<file path="src/rtl/button_event_rx_if.sv">
// Event bundle from the pushbutton receiver to the LED/pattern control logic.
// master = receiver that drives the events, slave = consumer.
interface button_event_rx_if;
  logic       btn_level;
  logic       press_pulse;
  logic       release_pulse;
  logic       short_press;
  logic       long_press;
  logic [7:0] press_count;

  modport master (
    output btn_level,
    output press_pulse,
    output release_pulse,
    output short_press,
    output long_press,
    output press_count
  );

  modport slave (
    input btn_level,
    input press_pulse,
    input release_pulse,
    input short_press,
    input long_press,
    input press_count
  );
endinterface

</file>
<file path="src/rtl/button_event_rx.sv">
// Pushbutton receiver: 2-FF synchronizer, debounce FSM and hold-time classification
// into one-cycle press/release/short/long events plus a wrapping press counter.
module button_event_rx #(
  parameter int DEBOUNCE_CYCLES = 240000,
  parameter int LONG_CYCLES     = 12000000,
  parameter bit ACTIVE_LOW      = 1'b1
) (
  input  logic                hw_clk,
  input  logic                rst_n,
  input  logic                btn_pin,
  button_event_rx_if.master   ev
);

  localparam int DW = $clog2(DEBOUNCE_CYCLES + 1);
  localparam int HW = $clog2(LONG_CYCLES + 1);
  localparam logic [DW-1:0] DCNT_LAST = DW'(DEBOUNCE_CYCLES - 1);
  localparam logic [HW-1:0] HCNT_LAST = HW'(LONG_CYCLES - 1);

  typedef enum logic [2:0] {
    IDLE,
    PRESS_CHK,
    PRESSED,
    LONG,
    REL_CHK
  } state_t;

  state_t        state_q, state_d;
  logic          sync1_q, sync2_q;
  logic [DW-1:0] dcnt_q, dcnt_d;
  logic [HW-1:0] hcnt_q, hcnt_d;
  logic          long_seen_q, long_seen_d;
  logic          btn_level_q, btn_level_d;
  logic          press_pulse_q, press_pulse_d;
  logic          release_pulse_q, release_pulse_d;
  logic          short_press_q, short_press_d;
  logic          long_press_q, long_press_d;
  logic [7:0]    press_count_q, press_count_d;
  logic          pressed;

  assign pressed = sync2_q ^ ACTIVE_LOW;

  always_comb begin
    state_d         = state_q;
    dcnt_d          = dcnt_q;
    hcnt_d          = hcnt_q;
    long_seen_d     = long_seen_q;
    btn_level_d     = btn_level_q;
    press_pulse_d   = 1'b0;
    release_pulse_d = 1'b0;
    short_press_d   = 1'b0;
    long_press_d    = 1'b0;
    press_count_d   = press_count_q;

    case (state_q)
      IDLE: begin
        if (pressed) begin
          state_d = PRESS_CHK;
          dcnt_d  = '0;
        end
      end
      PRESS_CHK: begin
        if (!pressed) begin
          state_d = IDLE;
        end else if (dcnt_q == DCNT_LAST) begin
          state_d       = PRESSED;
          btn_level_d   = 1'b1;
          press_pulse_d = 1'b1;
          press_count_d = press_count_q + 8'd1;
          hcnt_d        = '0;
          long_seen_d   = 1'b0;
        end else begin
          dcnt_d = dcnt_q + 1'b1;
        end
      end
      PRESSED: begin
        if (!pressed) begin
          state_d = REL_CHK;
          dcnt_d  = '0;
        end else if (hcnt_q == HCNT_LAST) begin
          state_d      = LONG;
          long_press_d = 1'b1;
          long_seen_d  = 1'b1;
        end else begin
          hcnt_d = hcnt_q + 1'b1;
        end
      end
      LONG: begin
        if (!pressed) begin
          state_d = REL_CHK;
          dcnt_d  = '0;
        end
      end
      REL_CHK: begin
        // A release bounce returns to the held state with hcnt untouched.
        if (pressed) begin
          state_d = long_seen_q ? LONG : PRESSED;
        end else if (dcnt_q == DCNT_LAST) begin
          state_d         = IDLE;
          btn_level_d     = 1'b0;
          release_pulse_d = 1'b1;
          short_press_d   = !long_seen_q;
        end else begin
          dcnt_d = dcnt_q + 1'b1;
        end
      end
      default: state_d = IDLE;
    endcase
  end

  always_ff @(posedge hw_clk or negedge rst_n) begin
    if (!rst_n) begin
      sync1_q         <= ACTIVE_LOW;
      sync2_q         <= ACTIVE_LOW;
      state_q         <= IDLE;
      dcnt_q          <= '0;
      hcnt_q          <= '0;
      long_seen_q     <= 1'b0;
      btn_level_q     <= 1'b0;
      press_pulse_q   <= 1'b0;
      release_pulse_q <= 1'b0;
      short_press_q   <= 1'b0;
      long_press_q    <= 1'b0;
      press_count_q   <= 8'd0;
    end else begin
      sync1_q         <= btn_pin;
      sync2_q         <= sync1_q;
      state_q         <= state_d;
      dcnt_q          <= dcnt_d;
      hcnt_q          <= hcnt_d;
      long_seen_q     <= long_seen_d;
      btn_level_q     <= btn_level_d;
      press_pulse_q   <= press_pulse_d;
      release_pulse_q <= release_pulse_d;
      short_press_q   <= short_press_d;
      long_press_q    <= long_press_d;
      press_count_q   <= press_count_d;
    end
  end

  assign ev.btn_level     = btn_level_q;
  assign ev.press_pulse   = press_pulse_q;
  assign ev.release_pulse = release_pulse_q;
  assign ev.short_press   = short_press_q;
  assign ev.long_press    = long_press_q;
  assign ev.press_count   = press_count_q;

endmodule

</file>
<file path="src/flat_wrapper.sv">
// flat-port wrapper written by rule: the top's interface ports become plain ports
module button_event_rx_flat 
#(
  parameter int DEBOUNCE_CYCLES = 240000,
  parameter int LONG_CYCLES     = 12000000,
  parameter bit ACTIVE_LOW      = 1'b1
)
  (hw_clk, rst_n, btn_pin, ev_btn_level, ev_press_pulse, ev_release_pulse, ev_short_press, ev_long_press, ev_press_count);
  button_event_rx_if ev_i ();
  input  logic hw_clk;
  input  logic rst_n;
  input  logic btn_pin;
  output wire logic [$bits(ev_i.btn_level)-1:0] ev_btn_level;
  output wire logic [$bits(ev_i.press_pulse)-1:0] ev_press_pulse;
  output wire logic [$bits(ev_i.release_pulse)-1:0] ev_release_pulse;
  output wire logic [$bits(ev_i.short_press)-1:0] ev_short_press;
  output wire logic [$bits(ev_i.long_press)-1:0] ev_long_press;
  output wire logic [$bits(ev_i.press_count)-1:0] ev_press_count;
  assign ev_btn_level = ev_i.btn_level;
  assign ev_press_pulse = ev_i.press_pulse;
  assign ev_release_pulse = ev_i.release_pulse;
  assign ev_short_press = ev_i.short_press;
  assign ev_long_press = ev_i.long_press;
  assign ev_press_count = ev_i.press_count;
  button_event_rx #(.DEBOUNCE_CYCLES(DEBOUNCE_CYCLES), .LONG_CYCLES(LONG_CYCLES), .ACTIVE_LOW(ACTIVE_LOW)) u_core (.hw_clk(hw_clk), .rst_n(rst_n), .btn_pin(btn_pin), .ev(ev_i));
endmodule
</file>
<file path="config.mk">
export PLATFORM = sky130hd
export DESIGN_NAME = button_event_rx_flat
export DESIGN_NICKNAME = d
export VERILOG_FILES = /design/src/rtl/button_event_rx_if.sv /design/src/rtl/button_event_rx.sv /design/src/flat_wrapper.sv
export SDC_FILE = /design/constraint.sdc
export NUM_CORES = 1
export LEC_CHECK = 0
export CORE_ASPECT_RATIO = 0.9
export CORE_MARGIN = 2
export CORE_UTILIZATION = 50
export CTS_CLUSTER_DIAMETER = 30
export DETAILED_ROUTE_END_ITERATION = 8
export GPL_ROUTABILITY_DRIVEN = 0
export GPL_TIMING_DRIVEN = 0
export PLACE_DENSITY_LB_ADDON = 0.15
export SLEW_MARGIN = 15
export SYNTH_ARGS = -nofsm -noshare
export SYNTH_HDL_FRONTEND = slang
export SYNTH_SLANG_ARGS = --single-unit
</file>
<file path="constraint.sdc">
create_clock -name hw_clk -period 3.1 [get_ports hw_clk]
set_clock_uncertainty 0.05 [all_clocks]
set_input_delay 0.62 -clock hw_clk [delete_from_list [all_inputs] [get_ports hw_clk]]
set_output_delay 0.62 -clock hw_clk [all_outputs]
set_load 0.01 [all_outputs]
</file>
==> impl_summary.md <==
Outcome
The flow ran to the end, and the final reports show no timing, DRC or antenna violations.

Synthesis
After synthesis, the largest area contributor takes up 44.3% of total cell area. The synthesized design contains 61 register bits. Ranked by total cell area, the synthesized netlist is headed by dfrtp_1 44%, a21oi_1 5.3%, o21ai_0 4.4%, nand4_1 3.6%, nand2_1 3.5%. In the synthesized netlist the async set-or-reset flop fraction comes to 100%. In this run the mean area of a mapped cell was 9.04 um2. The number of nets handed over by synthesis was 375. The most used flip-flop cell after synthesis is dfrtp_1. The most common cell in the synthesized netlist is dfrtp_1. By count the netlist is led by 59 x dfrtp_1, 35 x a21oi_1, 31 x nand2_1. The number of instances in the synthesized netlist is 369. In this run, distinct cell masters in the synthesized netlist total 48. The number of warnings reported in the yosys synthesis log is 0. The synthesized design spends more area on one cell type than any other, namely dfrtp_1. The sequential share of the synthesized area is 45.9%. The mapped cell area is 3330 um2. Counting flops with a built-in enable in the synthesized netlist gives 0.

Global route
The via count of the first global-routing pass is 2867. The number of antenna violations at the first check in global routing came to 0. The aggregate global routing overflow is 0. Entering global routing, the biggest net connects 61 pins.

The first-pass GRT wire length is 13.9 mm. Across every metal layer, demand over resource in global routing totals 23.6%.

Power
The cell leakage power is 0.00149 uW. The worst vdd rail ir drop is 0.000352 V. The power per standard cell area is 444 nW/um2.

The completed layout was analyzed and its total power is 1720 uW.

Detailed routing
After detailed routing, the average wire length per cell comes to 16.3 um. In this run, the number of DRC markers left after iteration 0 of detailed routing was 273. The number of design rule violations left after detail routing is 0. The routed layout has 3074 vias. The count of nets left with antenna violations after detail routing is 0. The detailed-routing iteration count for the pre-antenna-repair pass is 5.

Using the TritonRoute via totals, the vias-per-cell ratio works out to 6.25. The total wire length after detailed routing is 8.03 mm.

Min path
The startpoint identified for the worst hold timing path is u_core.sync1_q$_DFF_PN1_. Along the worst hold path, the cell count comes to 0. The tightest min-delay check is of the flop to flop type. The worst-case hold path end point is u_core.sync2_q$_DFF_PN1_.

STA
The least setup slack across all paths after layout is 0.269 ns. The part of the cycle the worst path needs is 91.3%. Hold is met by 0.307 ns. In this run the tightest slew margin relative to its limit is 22.0%. The slew at the pin with the worst max-slew slack is 1.16 ns. The number of pins exceeding their max-slew limit in the final report is 0. For the finished layout, the period the worst path requires is 2.83 ns.

The number of setup violations in the final report is 0. The maximum achievable frequency is 353 MHz. The final number of hold-violating endpoints came to 0. Setup repair after global routing left no endpoint under its margin.

Clock network
The post-CTS setup buffer count is 0. In this run the clock root is driven by a clkbuf_8. The CTS H-tree depth is 3. TritonCTS created 9 clock buffers. The later pin in the worst-skew pair is clocked with a latency of 0.34 ns. TritonCTS built the clock tree. The deepest clock path buffer count is 2. The clock edge transition at the registers on the reported setup and hold paths is 0.06 ns. The clock net sink count is 61.

Floorplan
The top-level port count is 16. The core region is 6520 um2. The number of cell rows is 28. The die area is 7340 um2.

The vertical die dimension is 81.5 um. The initial utilization of the core area, before any placement, comes to 51.2%. The die is 90.1 um wide.

Cells and area
The number of filler instances in the final layout is 584. Summing all flip-flop and latch instances after layout gives 1530 um2. The count of inserted antenna diode cells is 0. Cells fill 59.4% of the core in the end.

The post-route netlist has 7.21% of its cells at a drive strength greater than 1. The multi-input gate area in the final layout is 1700 um2. Compared with the post-synthesis result, the final layout area differs by 16.1%. The number of nets in the final layout is 403.

Critical path
Counting cells, the worst reg-to-reg path comes to 7. The launching point of the worst reg2reg path is u_core.state_q[0]$_DFFE_PN0P_. In this run the critical register-to-register path is captured at u_core.hcnt_q[17]$_DFFE_PN0P_. The classification of the worst setup path is flop to flop.

STA classifies the critical path endpoint as a flop. The endpoint required time on the critical path is 3.30 ns. Across all register-to-register paths, the minimum setup slack is 0.27 ns. Of all nets on the critical path, the largest fanout is 10. The origin of the worst setup path is u_core.state_q[0]$_DFFE_PN0P_. The kind of start point of the critical path is a flop. Data arrives at the worst endpoint at 3.03 ns.

Placement
The wire-length estimate of the detail-placed layout is 5.45 mm. Prior to clock tree synthesis, the placed netlist has a worst setup slack of 0.120 ns. The number of buffers added on ports is 15.

Job
Max-cap violations in this run came to 0.
## layout by cell type (no fill, tap or decap), types with 2 or more instances in the layout
cell / n
a211o_1: 2
a21oi_1: 34
a41o_1: 6
and2_1: 8
and3_1: 7
bufinv_16: 2
clkbuf_1: 16
clkbuf_8: 11
clkdlybuf4s50_1: 14
clkinvlp_4: 3
dfrtp_1: 59
dfstp_2: 2
ha_1: 3
inv_1: 11
nand2_1: 31
nand2b_1: 2
nand3_1: 17
nand3b_1: 2
nand4_1: 19
nand4bb_1: 3
nor2_1: 19
nor3_1: 12
nor4_1: 4
o2111ai_1: 7
o211ai_1: 6
o21a_1: 2
o21ai_0: 29
o31ai_1: 7
o41ai_1: 2
or2_2: 2
or3_1: 17
or4_1: 9
or4b_1: 2
xnor2_1: 8
xor2_1: 3
## stage by stage
stage	instance area [um2]	instances	setup TNS (ns)
2_1_floorplan	3330	369	0
3_3_place_gp	3600	474	-38.86
3_5_place_dp	3620	475	0
4_1_cts	3870	492	0
5_1_grt	3870	492	0
6_report	3870	492	0
## metal layers
layer / vias up / part of all wire, % / GRT usage (%)
met3: 11 / 5.5 / 5.14
met4: 0 / 1.0 / 6.46
li1: 1455 / - / -
met1: 1505 / 49 / 34.2
met5: - / 0 / 0
met2: 103 / 44 / 36.3
## report_power, final
part	leakage (uW)	total, uW	internal, uW	switching (uW)
registers	0.000841	813	805	8.32
logic	0.000542	79.8	22.6	57.2
clock network	0.000108	824	496	328
total	0.00149	1720	1320	394
## registers in the layout, indices dropped and copies added, names as in the netlist, 3 cells and up
| signal | cells |
|---|---|
| u_core.hcnt_q | 24 |
| u_core.dcnt_q | 18 |
| u_core.ev.press_count | 8 |
| u_core.state_q | 3 |
## how the worst max path moves through the flow
stage	to	depth (start not counted)	slack, ns
2_1_floorplan	u_core.state_q[0]$_DFFE_PN0P_	6	0.60
3_3_place_gp	u_core.ev.press_pulse$_DFF_PN0_	1	-0.66
3_5_place_dp	u_core.hcnt_q[17]$_DFFE_PN0P_	7	0.12
4_1_cts	u_core.hcnt_q[17]$_DFFE_PN0P_	7	0.12
5_1_grt	u_core.hcnt_q[17]$_DFFE_PN0P_	7	0.06
6_report	u_core.hcnt_q[17]$_DFFE_PN0P_	7	0.27
## final cells by class
class / count / area share (%)
Sequential cell: 61 / 39.5
Clock inverter: 5 / 2.13
Tap cell: 90 / 2.91
Inverter: 11 / 1.07
Buffer: 18 / 1.78
Clock buffer: 11 / 3.91
Multi-Input combinational cell: 279 / 43.9
Timing Repair Buffer: 17 / 4.79
## cells by family (layout without fill, tap and decap cells)
family / count (synthesis) / after routing / share of synthesized area [%]
and+or+nand+nor: 158 / 158 / 26.5
AOI/OAI and AO/OA: 106 / 106 / 20.0
buffers and inverters: 29 / 62 / 3.30
xor gates and xnor gates: 11 / 11 / 2.89
muxes: 1 / 1 / 0.338
adders and majority gates: 3 / 3 / 1.13
DFF: 61 / 61 / 45.9
## repair_timing
| action | in CTS | in global routing |
|---|---|---|
| setup endpoints to repair | 0 | 8 |
| hold buffers | 1 | 0 |
| hold endpoints to repair | 1 | 0 |
| gates resized for setup | 0 | 1 |
## critical path: stages (launching register included)
cell	delay, ns
dfrtp_1	0.32
clkbuf_1	0.33
or3b_2	0.55
a21oi_2	0.31
clkbuf_1	0.42
clkbuf_1	0.44
o21ai_0	0.17
a21oi_1	0.16
Note: power is estimated with default switching activity, not from simulation.
